[config.mk]
export PLATFORM = sky130hd
export DESIGN_NAME = idma_txrx_rx_packer_flat
export DESIGN_NICKNAME = d
export VERILOG_FILES = /design/src/rtl/idma_txrx_rx_packer_if.sv /design/src/rtl/idma_txrx_rx_packer.sv /design/src/flat_wrapper.sv
export SDC_FILE = /design/constraint.sdc
export NUM_CORES = 1
export LEC_CHECK = 0
export CAP_MARGIN = 20
export CORE_MARGIN = 4
export CORE_UTILIZATION = 30
export CTS_BUF_LIST = sky130_fd_sc_hd__clkbuf_2 sky130_fd_sc_hd__clkbuf_4 sky130_fd_sc_hd__clkbuf_8
export CTS_CLUSTER_DIAMETER = 60
export DETAILED_ROUTE_END_ITERATION = 8
export PLACE_DENSITY = 0.57
export SETUP_SLACK_MARGIN = 0.02
export SYNTH_ARGS = -nofsm -noshare
export SYNTH_HDL_FRONTEND = slang
export SYNTH_SLANG_ARGS = --single-unit
[constraint.sdc]
create_clock -name clk_i -period 3.39 [get_ports clk_i]
set_input_delay 0.678 -clock clk_i [delete_from_list [all_inputs] [get_ports clk_i]]
set_output_delay 0.678 -clock clk_i [all_outputs]
set_load 0.01 [all_outputs]
[src/rtl/idma_txrx_rx_packer_if.sv]
// Handshake bundle between the txrx byte receiver, the rx packer and the transport-layer read port.
// The master side drives bytes in and consumes words out; the packer sits on the slave side.
interface idma_txrx_rx_packer_if #(
  parameter int unsigned DataWidth = 32,
  parameter int unsigned FifoDepth = 4
);
  localparam int unsigned StrbWidth = DataWidth / 8;
  localparam int unsigned LvlWidth  = $clog2(FifoDepth + 1);

  logic [7:0]           rx_byte_i;
  logic                 rx_last_i;
  logic                 rx_valid_i;
  logic                 rx_ready_o;
  logic                 flush_i;
  logic [DataWidth-1:0] data_o;
  logic [StrbWidth-1:0] strb_o;
  logic                 last_o;
  logic                 valid_o;
  logic                 ready_i;
  logic [LvlWidth-1:0]  level_o;
  logic                 busy_o;

  modport master (
    output rx_byte_i, rx_last_i, rx_valid_i, flush_i, ready_i,
    input  rx_ready_o, data_o, strb_o, last_o, valid_o, level_o, busy_o
  );

  modport slave (
    input  rx_byte_i, rx_last_i, rx_valid_i, flush_i, ready_i,
    output rx_ready_o, data_o, strb_o, last_o, valid_o, level_o, busy_o
  );
endinterface

[src/rtl/idma_txrx_rx_packer.sv]
// Packs received bytes little-endian into DataWidth words (closed on a full word or frame end)
// and queues them in a small FIFO toward the transport-layer read port.
module idma_txrx_rx_packer #(
  parameter int unsigned DataWidth = 32,
  parameter int unsigned FifoDepth = 4
) (
  input logic                   clk_i,
  input logic                   rst_ni,
  idma_txrx_rx_packer_if.slave  bus
);
  localparam int unsigned StrbWidth = DataWidth / 8;
  localparam int unsigned LvlWidth  = $clog2(FifoDepth + 1);
  localparam int unsigned CntWidth  = $clog2(StrbWidth);
  localparam int unsigned PtrWidth  = $clog2(FifoDepth);

  typedef struct packed {
    logic [DataWidth-1:0] data;
    logic [StrbWidth-1:0] strb;
    logic                 last;
  } word_t;

  word_t                mem [FifoDepth];
  logic [CntWidth-1:0]  cnt;
  logic [DataWidth-1:0] partial;
  logic [PtrWidth-1:0]  wptr;
  logic [PtrWidth-1:0]  rptr;
  logic [LvlWidth-1:0]  level;

  logic  full;
  logic  empty;
  logic  accept;
  logic  close_word;
  logic  push;
  logic  pop;
  word_t push_word;

  function automatic logic [PtrWidth-1:0] ptr_inc(input logic [PtrWidth-1:0] p);
    return (p == PtrWidth'(FifoDepth - 1)) ? '0 : p + 1'b1;
  endfunction

  // Ready looks only at the registered level: a pop on this edge never frees a slot early.
  assign full          = (level == LvlWidth'(FifoDepth));
  assign empty         = (level == '0);
  assign bus.rx_ready_o = !full && !bus.flush_i;
  assign accept        = bus.rx_valid_i && bus.rx_ready_o;
  assign close_word    = (cnt == CntWidth'(StrbWidth - 1)) || bus.rx_last_i;
  assign push          = accept && close_word;
  assign pop           = !empty && bus.ready_i && !bus.flush_i;

  // Assemble the closing word: lanes below the counter come from the partial register,
  // the counter's lane takes the incoming byte, and higher lanes stay zero.
  always_comb begin
    // NOTE: defaulting every field first keeps this block purely combinational (no latches).
    push_word      = '0;
    push_word.last = bus.rx_last_i;
    for (int i = 0; i < StrbWidth; i++) begin
      if (CntWidth'(i) == cnt) begin
        push_word.data[8*i +: 8] = bus.rx_byte_i;
        push_word.strb[i]        = 1'b1;
      end else if (CntWidth'(i) < cnt) begin
        push_word.data[8*i +: 8] = partial[8*i +: 8];
        push_word.strb[i]        = 1'b1;
      end
    end
  end

  // NOTE: all state below uses non-blocking assignments so every register samples pre-edge values.
  always_ff @(posedge clk_i or negedge rst_ni) begin
    if (!rst_ni) begin
      cnt     <= '0;
      partial <= '0;
    end else if (bus.flush_i) begin
      cnt     <= '0;
      partial <= '0;
    end else if (accept) begin
      if (close_word) begin
        cnt     <= '0;
        partial <= '0;
      end else begin
        cnt <= cnt + 1'b1;
        for (int i = 0; i < StrbWidth; i++) begin
          if (CntWidth'(i) == cnt) partial[8*i +: 8] <= bus.rx_byte_i;
        end
      end
    end
  end

  always_ff @(posedge clk_i or negedge rst_ni) begin
    if (!rst_ni) begin
      wptr  <= '0;
      rptr  <= '0;
      level <= '0;
    end else if (bus.flush_i) begin
      wptr  <= '0;
      rptr  <= '0;
      level <= '0;
    end else begin
      if (push) wptr <= ptr_inc(wptr);
      if (pop)  rptr <= ptr_inc(rptr);
      unique case ({push, pop})
        2'b10:   level <= level + 1'b1;
        2'b01:   level <= level - 1'b1;
        default: level <= level;
      endcase
    end
  end

  // NOTE: the storage array has no reset; stale entries are never visible because outputs are gated by valid.
  always_ff @(posedge clk_i) begin
    if (push) mem[wptr] <= push_word;
  end

  assign bus.valid_o = !empty;
  assign bus.data_o  = bus.valid_o ? mem[rptr].data : '0;
  assign bus.strb_o  = bus.valid_o ? mem[rptr].strb : '0;
  assign bus.last_o  = bus.valid_o ? mem[rptr].last : 1'b0;
  assign bus.level_o = level;
  assign bus.busy_o  = !empty || (cnt != '0);
endmodule

[src/flat_wrapper.sv]
// flat-port wrapper written by rule: the top's interface ports become plain ports
module idma_txrx_rx_packer_flat 
#(
  parameter int unsigned DataWidth = 32,
  parameter int unsigned FifoDepth = 4
)
  (clk_i, rst_ni, bus_rx_byte_i, bus_rx_last_i, bus_rx_valid_i, bus_flush_i, bus_ready_i, bus_rx_ready_o, bus_data_o, bus_strb_o, bus_last_o, bus_valid_o, bus_level_o, bus_busy_o);
  idma_txrx_rx_packer_if #(.DataWidth(DataWidth), .FifoDepth(FifoDepth)) bus_i ();
  input logic clk_i;
  input logic rst_ni;
  input wire logic [$bits(bus_i.rx_byte_i)-1:0] bus_rx_byte_i;
  input wire logic [$bits(bus_i.rx_last_i)-1:0] bus_rx_last_i;
  input wire logic [$bits(bus_i.rx_valid_i)-1:0] bus_rx_valid_i;
  input wire logic [$bits(bus_i.flush_i)-1:0] bus_flush_i;
  input wire logic [$bits(bus_i.ready_i)-1:0] bus_ready_i;
  output wire logic [$bits(bus_i.rx_ready_o)-1:0] bus_rx_ready_o;
  output wire logic [$bits(bus_i.data_o)-1:0] bus_data_o;
  output wire logic [$bits(bus_i.strb_o)-1:0] bus_strb_o;
  output wire logic [$bits(bus_i.last_o)-1:0] bus_last_o;
  output wire logic [$bits(bus_i.valid_o)-1:0] bus_valid_o;
  output wire logic [$bits(bus_i.level_o)-1:0] bus_level_o;
  output wire logic [$bits(bus_i.busy_o)-1:0] bus_busy_o;
  assign bus_i.rx_byte_i = bus_rx_byte_i;
  assign bus_i.rx_last_i = bus_rx_last_i;
  assign bus_i.rx_valid_i = bus_rx_valid_i;
  assign bus_i.flush_i = bus_flush_i;
  assign bus_i.ready_i = bus_ready_i;
  assign bus_rx_ready_o = bus_i.rx_ready_o;
  assign bus_data_o = bus_i.data_o;
  assign bus_strb_o = bus_i.strb_o;
  assign bus_last_o = bus_i.last_o;
  assign bus_valid_o = bus_i.valid_o;
  assign bus_level_o = bus_i.level_o;
  assign bus_busy_o = bus_i.busy_o;
  idma_txrx_rx_packer #(.DataWidth(DataWidth), .FifoDepth(FifoDepth)) u_core (.clk_i(clk_i), .rst_ni(rst_ni), .bus(bus_i));
endmodule
# After elaboration in Yosys (flattened, before gate mapping)
# Memories as Yosys holds them, arrays and structs flattened.
# Index checks and enable logic that the tools add are counted.
# word_totals
regBits,41
mem_bits_rw,148
out_inout_bits,43
elab_cells,91
n_memories,1
# classes
add_sub_neg,5
magnitude_cmp,4
n_eq_ne,9
muxes,39
reduce_logical,25
# mem_list
memory,depth,width,rd,rd_clocked_by_memory_dff,write_ports,line_no,source
u_core.mem,4,37,1,0,1,idma_txrx_rx_packer.sv:22,word_t mem [FifoDepth];
# ops
operator,n
$mux W32,4
$mux W8,12
$mux W2,9
$reduce_bool A3 Y1,5
$mux W1,11
$eq A2 B2 Y1 const B,4
$reduce_and A2 Y1,4
$reduce_bool A2 Y1,4
$add A2 B1 Y2 const B,3
$pmux W3 S2,1
$logic_and A1 B1 Y1,5
$eq A2 B2 Y1 const A,2
$lt A1 B2 Y1 const A,2
$lt A2 B2 Y1 const A,2
$mux W4,1
$add A3 B1 Y3 const B,1
$eq A3 B3 Y1 const B,1
$logic_not A1 Y1,3
$logic_not A3 Y1,1
$mux W3,1
$sub A3 B1 Y3 const B,1
$eq A1 B2 Y1 const A,1
$eq A2 B1 Y1 const B,1
$logic_not A2 Y1,1
$logic_or A1 B1 Y1,2

# Logic depth before layout (Yosys ltp)
# Gate-level depths: netlist of the first run.
# logic_depth
word_depth,8
depth_mapped,8
ltp_nobuf,8

# Worst setup path before layout of the first run
# Ideal clock, no wire load.
# synth_timing
path_kind,input port to flip-flop
start,input port bus_rx_valid_i
end,memory u_core.mem[0][0] in the netlist's numbering (enable)
t_arrival_ns,2.236
required_time_ns,2.993
setup_slack_ns,0.757
stages,4
path_buffers,0
path_cell_list,o21ai_0 a21oi_2 nor2b_1 and2_1
# synth_via
elab_chain_len,4
# synth_lines
element,line_no,source
start: declaration,flat_wrapper.sv:13,input wire logic [$bits(bus_i.rx_valid_i)-1:0] bus_rx_valid_i;
$logic_and A1 B1 Y1,idma_txrx_rx_packer.sv:45,assign accept = bus.rx_valid_i && bus.rx_ready_o;
$logic_and A1 B1 Y1,idma_txrx_rx_packer.sv:47,assign push = accept && close_word;
$mux W1,idma_txrx_rx_packer.sv:110,if (push) mem[wptr] <= push_word;
$mux W1 (not written as such),idma_txrx_rx_packer.sv:110,
end: declaration,idma_txrx_rx_packer.sv:22,
# Every way passes these cells.

# Worst setup path after layout of the first run
# layout_timing
start,register u_core.rptr[0]
end,output port bus_data_o[18]
# layout_via
elab_chain_len,2
# layout_lines
element,line_no,source
start: declaration,idma_txrx_rx_packer.sv:26,logic [PtrWidth-1:0] rptr;
start signal: assignment,idma_txrx_rx_packer.sv:99,if (pop) rptr <= ptr_inc(rptr);
$mem_v2 Z4 W37,--,
$mux W32,idma_txrx_rx_packer.sv:114,assign bus.data_o = bus.valid_o ? mem[rptr].data : '0;
end: declaration,flat_wrapper.sv:17,output wire logic [$bits(bus_i.data_o)-1:0] bus_data_o;
# Every way passes these cells.

==> results of run 1 <==
## synth_stat cells (all sizes together) (3+ instances only)
library cell    n
or3             3
a22o           23
ha             11
nand2           8
a21oi          10
clkbuf          9
nor2           13
and2           56
buf            11
mux2           24
inv             6
edfxtp        144
o21ai           5
nor3            4
dfrtp          33
mux4           36
## final timing paths
path                            slack [ns]                          start                                 to
min in group clk_i                    0.49  u_core.partial[7]$_DFFE_PN0P_      u_core.partial[7]$_DFFE_PN0P_
worst min-delay path                  0.46                         rst_ni         u_core.wptr[1]$_DFFE_PN0P_
worst max register to register        0.80      u_core.cnt[0]$_DFFE_PN0P_  u_core.bus.level_o[2]$_DFFE_PN0P_
max in group asynchronous             2.37                         rst_ni      u_core.partial[8]$_DFFE_PN0P_
worst max-delay path                  0.21     u_core.rptr[0]$_DFFE_PN0P_                     bus_data_o[18]
worst min register to register        0.49  u_core.partial[7]$_DFFE_PN0P_      u_core.partial[7]$_DFFE_PN0P_
## report_power, final
part           internal (µW)  leakage, µW  switching, µW
clock                    531     0.000184            798
sequential              2400      0.00175           38.5
combinational            416      0.00109            366
## sequential cells by signal, summed over array words and instances (netlist names)
register	count
u_core.mem	144
u_core.wptr	2
u_core.cnt	2
u_core.partial	24
u_core.rptr	2
u_core.bus.level_o	3
## layer usage
metal / routed length (µm) / part of all wire, % / vias up
met5: 0 / 0 / -
met4: 180 / 1.2 / 0
met3: 513 / 3.3 / 15
met2: 8070 / 52 / 74
met1: 6730 / 43 / 2024
li1: - / - / 1771
## cell families after synthesis
| logic type | count (synthesis) | synth area share [%] |
|---|---|---|
| buffers and inverters | 26 | 1.63 |
| xor gates and xnor gates | 2 | 0.235 |
| adders and majority gates | 12 | 2.11 |
| and+or+nand+nor | 95 | 7.60 |
| DFF | 177 | 69.1 |
| muxes | 62 | 14.9 |
| AOI/OAI and AO/OA | 43 | 4.50 |
## area by class of cell
type | instances | area share (%)
Multi-Input combinational cell | 214 | 24.8
Clock inverter | 15 | 1.39
Tap cell | 324 | 4.59
Inverter | 6 | 0.255
Sequential cell | 177 | 58.3
Timing Repair Buffer | 71 | 8.04
Clock buffer | 17 | 2.65
## through the flow
step,util (%),cell area [µm²]
2_1_floorplan,-,7460
3_3_place_gp,34.7,8480
3_5_place_dp,34.7,8480
4_1_cts,36.2,8830
5_1_grt,36.2,8840
6_report,36.2,8840
## critical path, cell delays in order (launching register included)
cell and delay, ns:
dfrtp_2 0.50, buf_12 0.31, mux4_2 0.58, and2_1 0.18
clkdlybuf4s50_1 0.47
==> metrics.md, run 1 <==
| Metric | Value |
|---|---|
| Status | `finished clean` |
| Kind of critical path | `flop to output pin` |
| Iter 0 DRT Violations | `224` |
| Register area share after synthesis | `69.1%` |
| Most common cell after layout, fill and taps aside | `edfxtp_1` |
| Vias/cell | `4.71` |
| IO Count | `57` |
| Initial antenna violation count | `0` |
| Crit share post-route | `93.9%` |
| Setup Buffers After CTS | `0` |
| Syn avg cell area | `17.9 µm²` |
| Detailed Route WL | `15.5 mm` |
| Hold Slack | `0.461 ns` |
| GP Congestion | `0.770` |
| Resized Gates After CTS | `0` |
| Net Count, Synth | `443` |
| Max Transition Viols Final | `0` |
| Global route overflow | `0` |
| Worst-path fanout max | `33` |
| Worst R2R Path Depth | `8` |
| Slew headroom | `53.5%` |
| Setup slack at placement | `0.234 ns` |
| Placed Cells | `792` |
| CP Data Required Time | `2.71 ns` |
| Die width | `166 µm` |
| Pwr/cell area | `515 mW/mm²` |
| CTS tree | `built` |
| Clk_lat worst skew | `0.45 ns` |
| Port bufs | `56` |
| Detail Placement HPWL | `10.1 mm` |
| Crit end category | `output pin` |
| Antenna Diode Count | `0` |
| Pre-antenna DRT Iters | `4` |
| GRT Total Usage | `11.6%` |
| DIE AREA | `0.0274 mm²` |
| Final setup TNS | `0 ns` |
| Routed via count | `3,884` |
| Clock Tree Buf Depth | `2` |
| Layout cells sized above 1 | `20.6%` |
| Clock Skews | `0.0150 ns` |
| Met2 Usage GRT | `19.9%` |
| Num CTS Buffers | `17` |
| Yosys cell types | `42` |
| Die Y | `166 µm` |
| Clock root cell | `clkbuf_8` |
| Nets@finish | `513` |
| Sequential cell area | `0.00515 mm²` |
| Starting Density | `30.6%` |
| Number of remaining DRC errors | `0` |
| Cell count after synthesis | `417` |
| Main flop type after synthesis | `edfxtp_1` |
| Vias in the first global route | `4,296` |
| Largest net degree at the start of global routing | `40` |
| Clock Sinks | `177` |
| Number of synthesized register bits | `177` |
| Nature of the critical path startpoint | `flop` |
| Met1 usage | `15.0%` |
| Core area | `0.0244 mm²` |
| Htree depth | `4` |
| Hold violation total from the final report | `0` |
| Layout area overhead | `18.5%` |
| Hold_buf cts | `0` |
| EDFF count, synth | `144` |
| Post-synth top area share | `58.0%` |
| MaxCap Viol Count | `0` |
| RSZ-0062 raised after global routing | `no` |
| Async SR Flop Fraction | `18.6%` |
| Power Total | `4550 µW` |
| Most frequent cells in the layout | `edfxtp_1, and2_1, clkdlybuf4s50_1` |
| Num rows | `57` |
| Worst Tran Pin Value | `0.692 ns` |
| Grt met3 use | `2.53%` |
| Wire per inst | `18.8 µm` |
| Fillers | `2,306` |
| Post-Synthesis Cell Area | `0.00746 mm²` |
| GRT Max-Usage Layer | `met2` |
| Syn. warnings | `0` |
| Hold Crit Class | `input port to async pin` |
| Non-filler cells, final | `824` |
| Peak VDD IR | `0.000226 V` |
| Clk pin slew, worst setup/hold paths | `0.10 ns` |
| Setup violators final | `0` |
| Multi-input combinational cell area | `0.00219 mm²` |
| Leading area contributor after synthesis | `edfxtp_1` |
| Final setup margin | `0.208 ns` |
| Final ANT Viol Nets | `0` |
| Synth area leaders | `edfxtp_1, dfrtp_1, mux4_2` |
| Lkg Pwr | `0.00302 µW` |
| First-pass GRT wire length | `24.9 mm` |
| Min cycle time layout | `3.18 ns` |
| Worst Path Arrival | `2.50 ns` |
| Peak Freq | `0.314 GHz` |
(Power assumes the default switching activity.)
==> inputs of run 2 (changes only) <==
--- a/config.mk
+++ b/config.mk
@@ -9,7 +9,7 @@
 export CORE_MARGIN = 4
 export CORE_UTILIZATION = 30
 export CTS_BUF_LIST = sky130_fd_sc_hd__clkbuf_2 sky130_fd_sc_hd__clkbuf_4 sky130_fd_sc_hd__clkbuf_8
-export CTS_CLUSTER_DIAMETER = 60
+export CTS_CLUSTER_DIAMETER = 150
 export DETAILED_ROUTE_END_ITERATION = 8
 export PLACE_DENSITY = 0.57
 export SETUP_SLACK_MARGIN = 0.02
==> constraint.sdc (replaced) <==
create_clock -name clk_i -period 3.46 [get_ports clk_i]
set_input_delay 0.692 -clock clk_i [delete_from_list [all_inputs] [get_ports clk_i]]
set_output_delay 0.692 -clock clk_i [all_outputs]
set_load 0.01 [all_outputs]
==> metrics.md, run 2 (synthesis results as in run 1) <==
| Metric | Value |
|---|---|
| Post-Route Utilization | `36.6% (+0.35 points)` |
| Most common cell after layout, fill and taps aside | `edfxtp_1` |
| Vias/cell | `4.77 (+1.2%)` |
| Antenna Diode Count | `0 (unchanged)` |
| Final setup TNS | `0 ns (unchanged)` |
| Max Transition Viols Final | `0 (unchanged)` |
| Slew headroom | `49.1% (-4.4 points)` |
| Most frequent cells in the layout | `edfxtp_1, and2_1, clkdlybuf4s50_1` |
| Number of remaining DRC errors | `0 (unchanged)` |
| Starting Density | `30.6% (unchanged)` |
| Initial antenna violation count | `0 (unchanged)` |
| Pwr/cell area | `520 mW/mm² (+0.95%)` |
| GP Congestion | `0.782 (+1.6%)` |
| Sequential cell area | `0.00515 mm² (unchanged)` |
| Hold violation total from the final report | `0 (unchanged)` |
| DIE AREA | `0.0274 mm² (unchanged)` |
| Worst R2R Path Depth | `8 (unchanged)` |
| WHS Path Cells | `1` |
| Pre-antenna DRT Iters | `4 (unchanged)` |
| CP Data Required Time | `2.77 ns (+0.06 ns)` |
| Lkg Pwr | `0.00305 µW (+0.86%)` |
| IO Count | `57 (unchanged)` |
| Crit share post-route | `92.8%` |
| Status | `finished clean` |
| Vias in the first global route | `4,288 (-0.19%)` |
| Iter 0 DRT Violations | `159 (-29%)` |
| GRT Total Usage | `11.4% (-0.24 points)` |
| Register-to-register setup slack | `0.88 ns (+0.08 ns)` |
| Nature of the critical path startpoint | `flop` |
| Clock Skews | `0.0161 ns (+0.00114 ns)` |
| R2R Path Start | `u_core.cnt[0]$_DFFE_PN0P_` |
| Hold_buf cts | `0 (unchanged)` |
| Met2 wire length | `8.02 mm (-0.64%)` |
| Port bufs | `56 (unchanged)` |
| Power Total | `4640 µW (+1.9%)` |
| Clk_lat worst skew | `0.46 ns (about the same)` |
| Detailed Route WL | `15.3 mm (-1.5%)` |
| Wl on met1 | `6.56 mm (-2.6%)` |
| Num rows | `57 (unchanged)` |
| Multi-input combinational cell area | `0.00219 mm² (unchanged)` |
| Clock root cell | `clkbuf_8` |
| Setup Buffers After CTS | `0 (unchanged)` |
| Fillers | `2,326 (+0.87%)` |
| Clock Sinks | `177 (unchanged)` |
| Clock Tree Buf Depth | `2 (unchanged)` |
| MaxCap Viol Count | `0 (unchanged)` |
| Layout area overhead | `19.6%` |
| Min cycle time layout | `3.21 ns` |
| Layout cells sized above 1 | `20.5% (-0.12 points)` |
| Num CTS Buffers | `17 (unchanged)` |
| Uppermost layer routed | `met4` |
| Largest Register | `u_core.mem` |
| First-pass GRT wire length | `24.3 mm (-2.2%)` |
| RSZ-0062 raised after global routing | `no` |
| Worst r2r dst | `u_core.bus.level_o[2]$_DFFE_PN0P_` |
| Global route overflow | `0 (unchanged)` |
| Kind of critical path | `flop to output pin` |
| Die width | `166 µm (unchanged)` |
| Die Y | `166 µm (unchanged)` |
| CTS tree | `built` |
| Nets@finish | `511 (-0.39%)` |
| Peak VDD IR | `0.000261 V (+15%)` |
| Hold Crit Class | `flop to flop` |
| Crit end category | `output pin` |
| Wire per inst | `18.6 µm (-1.2%)` |
| Peak Freq | `0.311 GHz` |
| Worst Tran Pin Value | `0.761 ns (+0.0696 ns)` |
| Detail Placement HPWL | `9.74 mm (-3.9%)` |
| Worst Path Arrival | `2.52 ns (+0.02 ns)` |
| HP Start | `u_core.partial[3]$_DFFE_PN0P_` |
| Htree depth | `4 (unchanged)` |
| Worst-path fanout max | `33 (unchanged)` |
| Setup violators final | `0 (unchanged)` |
| Clk pin slew, worst setup/hold paths | `0.10 ns (about the same)` |
| Routed via count | `3,923 (+1.0%)` |
| Min-Delay Endpoint | `u_core.partial[3]$_DFFE_PN0P_` |
| Core area | `0.0244 mm² (unchanged)` |
| Final ANT Viol Nets | `0 (unchanged)` |
| Largest register FFs | `144 (unchanged)` |
| Met3 WL post-DR | `571 µm (+11%)` |
| Largest net degree at the start of global routing | `40 (unchanged)` |
==> run 2: cell types whose count changed in the layout (fill, tap and decap cells not counted), sizes merged <==
cell	change
buf	-2
bufinv	+2
clkinv	-1
inv	-1
==> run 2: power by group <==
part	total (µW)	switching, µW	internal, µW
registers	2390	40.2	2350
logic	768	358	410
clock network	1480	800	678
==> run 2: per-stage QoR <==
step | setup slack [ns] | hold slack, ns | instance area [µm²] | cells
after detailed placement | 0.289 | 0.476 | 8500 | 790
after global routing | 0.0962 | 0.522 | 8920 | 822
after CTS | 0.0437 | 0.497 | 8920 | 822
after floorplan | 0.813 | 0.396 | 7460 | 417
after global placement | 0.399 | 0.469 | 8500 | 790
final | 0.249 | 0.495 | 8920 | 822
==> run 2: worst max-delay path: stages, from the launching register on <==
cell and delay (ns):
dfrtp_2 0.51, buf_12 0.32, mux4_2 0.56, and2_1 0.18, clkdlybuf4s50_1 0.48
==> run 2: final cells by class <==
class | instances | share of cell area [%]
flip-flops and latches | 177 | 57.7
multi-input cells | 214 | 24.5
repair buffers | 69 | 8.22
well taps | 324 | 4.54
clock buffers | 17 | 2.62
clock inverters | 15 | 2.09
inverters | 6 | 0.252
==> run 2: layer usage <==
layer  vias to the layer above  GRT usage [%]
met2                        83           19.8
met3                        12           2.88
met5                         -              0
met4                         0           2.80
li1                       1763              -
met1                      2065           14.3
==> run 2: how the worst max path moves through the flow <==
| stage | end | depth (start not counted) | slack (ns) | start |
|---|---|---|---|---|
| finish | bus_data_o[27] | 4 | 0.25 | u_core.rptr[0]$_DFFE_PN0P_ |
| global route | bus_data_o[27] | 4 | 0.1 | u_core.rptr[0]$_DFFE_PN0P_ |
| CTS | bus_data_o[5] | 3 | 0.04 | u_core.bus.level_o[2]$_DFFE_PN0P_ |
| detailed placement | u_core.bus.level_o[2]$_DFFE_PN0P_ | 8 | 0.29 | bus_rx_last_i |
| global placement | u_core.bus.level_o[2]$_DFFE_PN0P_ | 8 | 0.40 | bus_rx_last_i |
| floorplan | u_core.mem[0][0]$_DFFE_PP_ | 4 | 0.81 | bus_rx_valid_i |
==> run 2: what timing repair did <==
action / in CTS / in global routing
endpoints found under the hold margin: 0 / 0
resized for setup: 0 / 1
endpoints found under the setup margin: 0 / 36
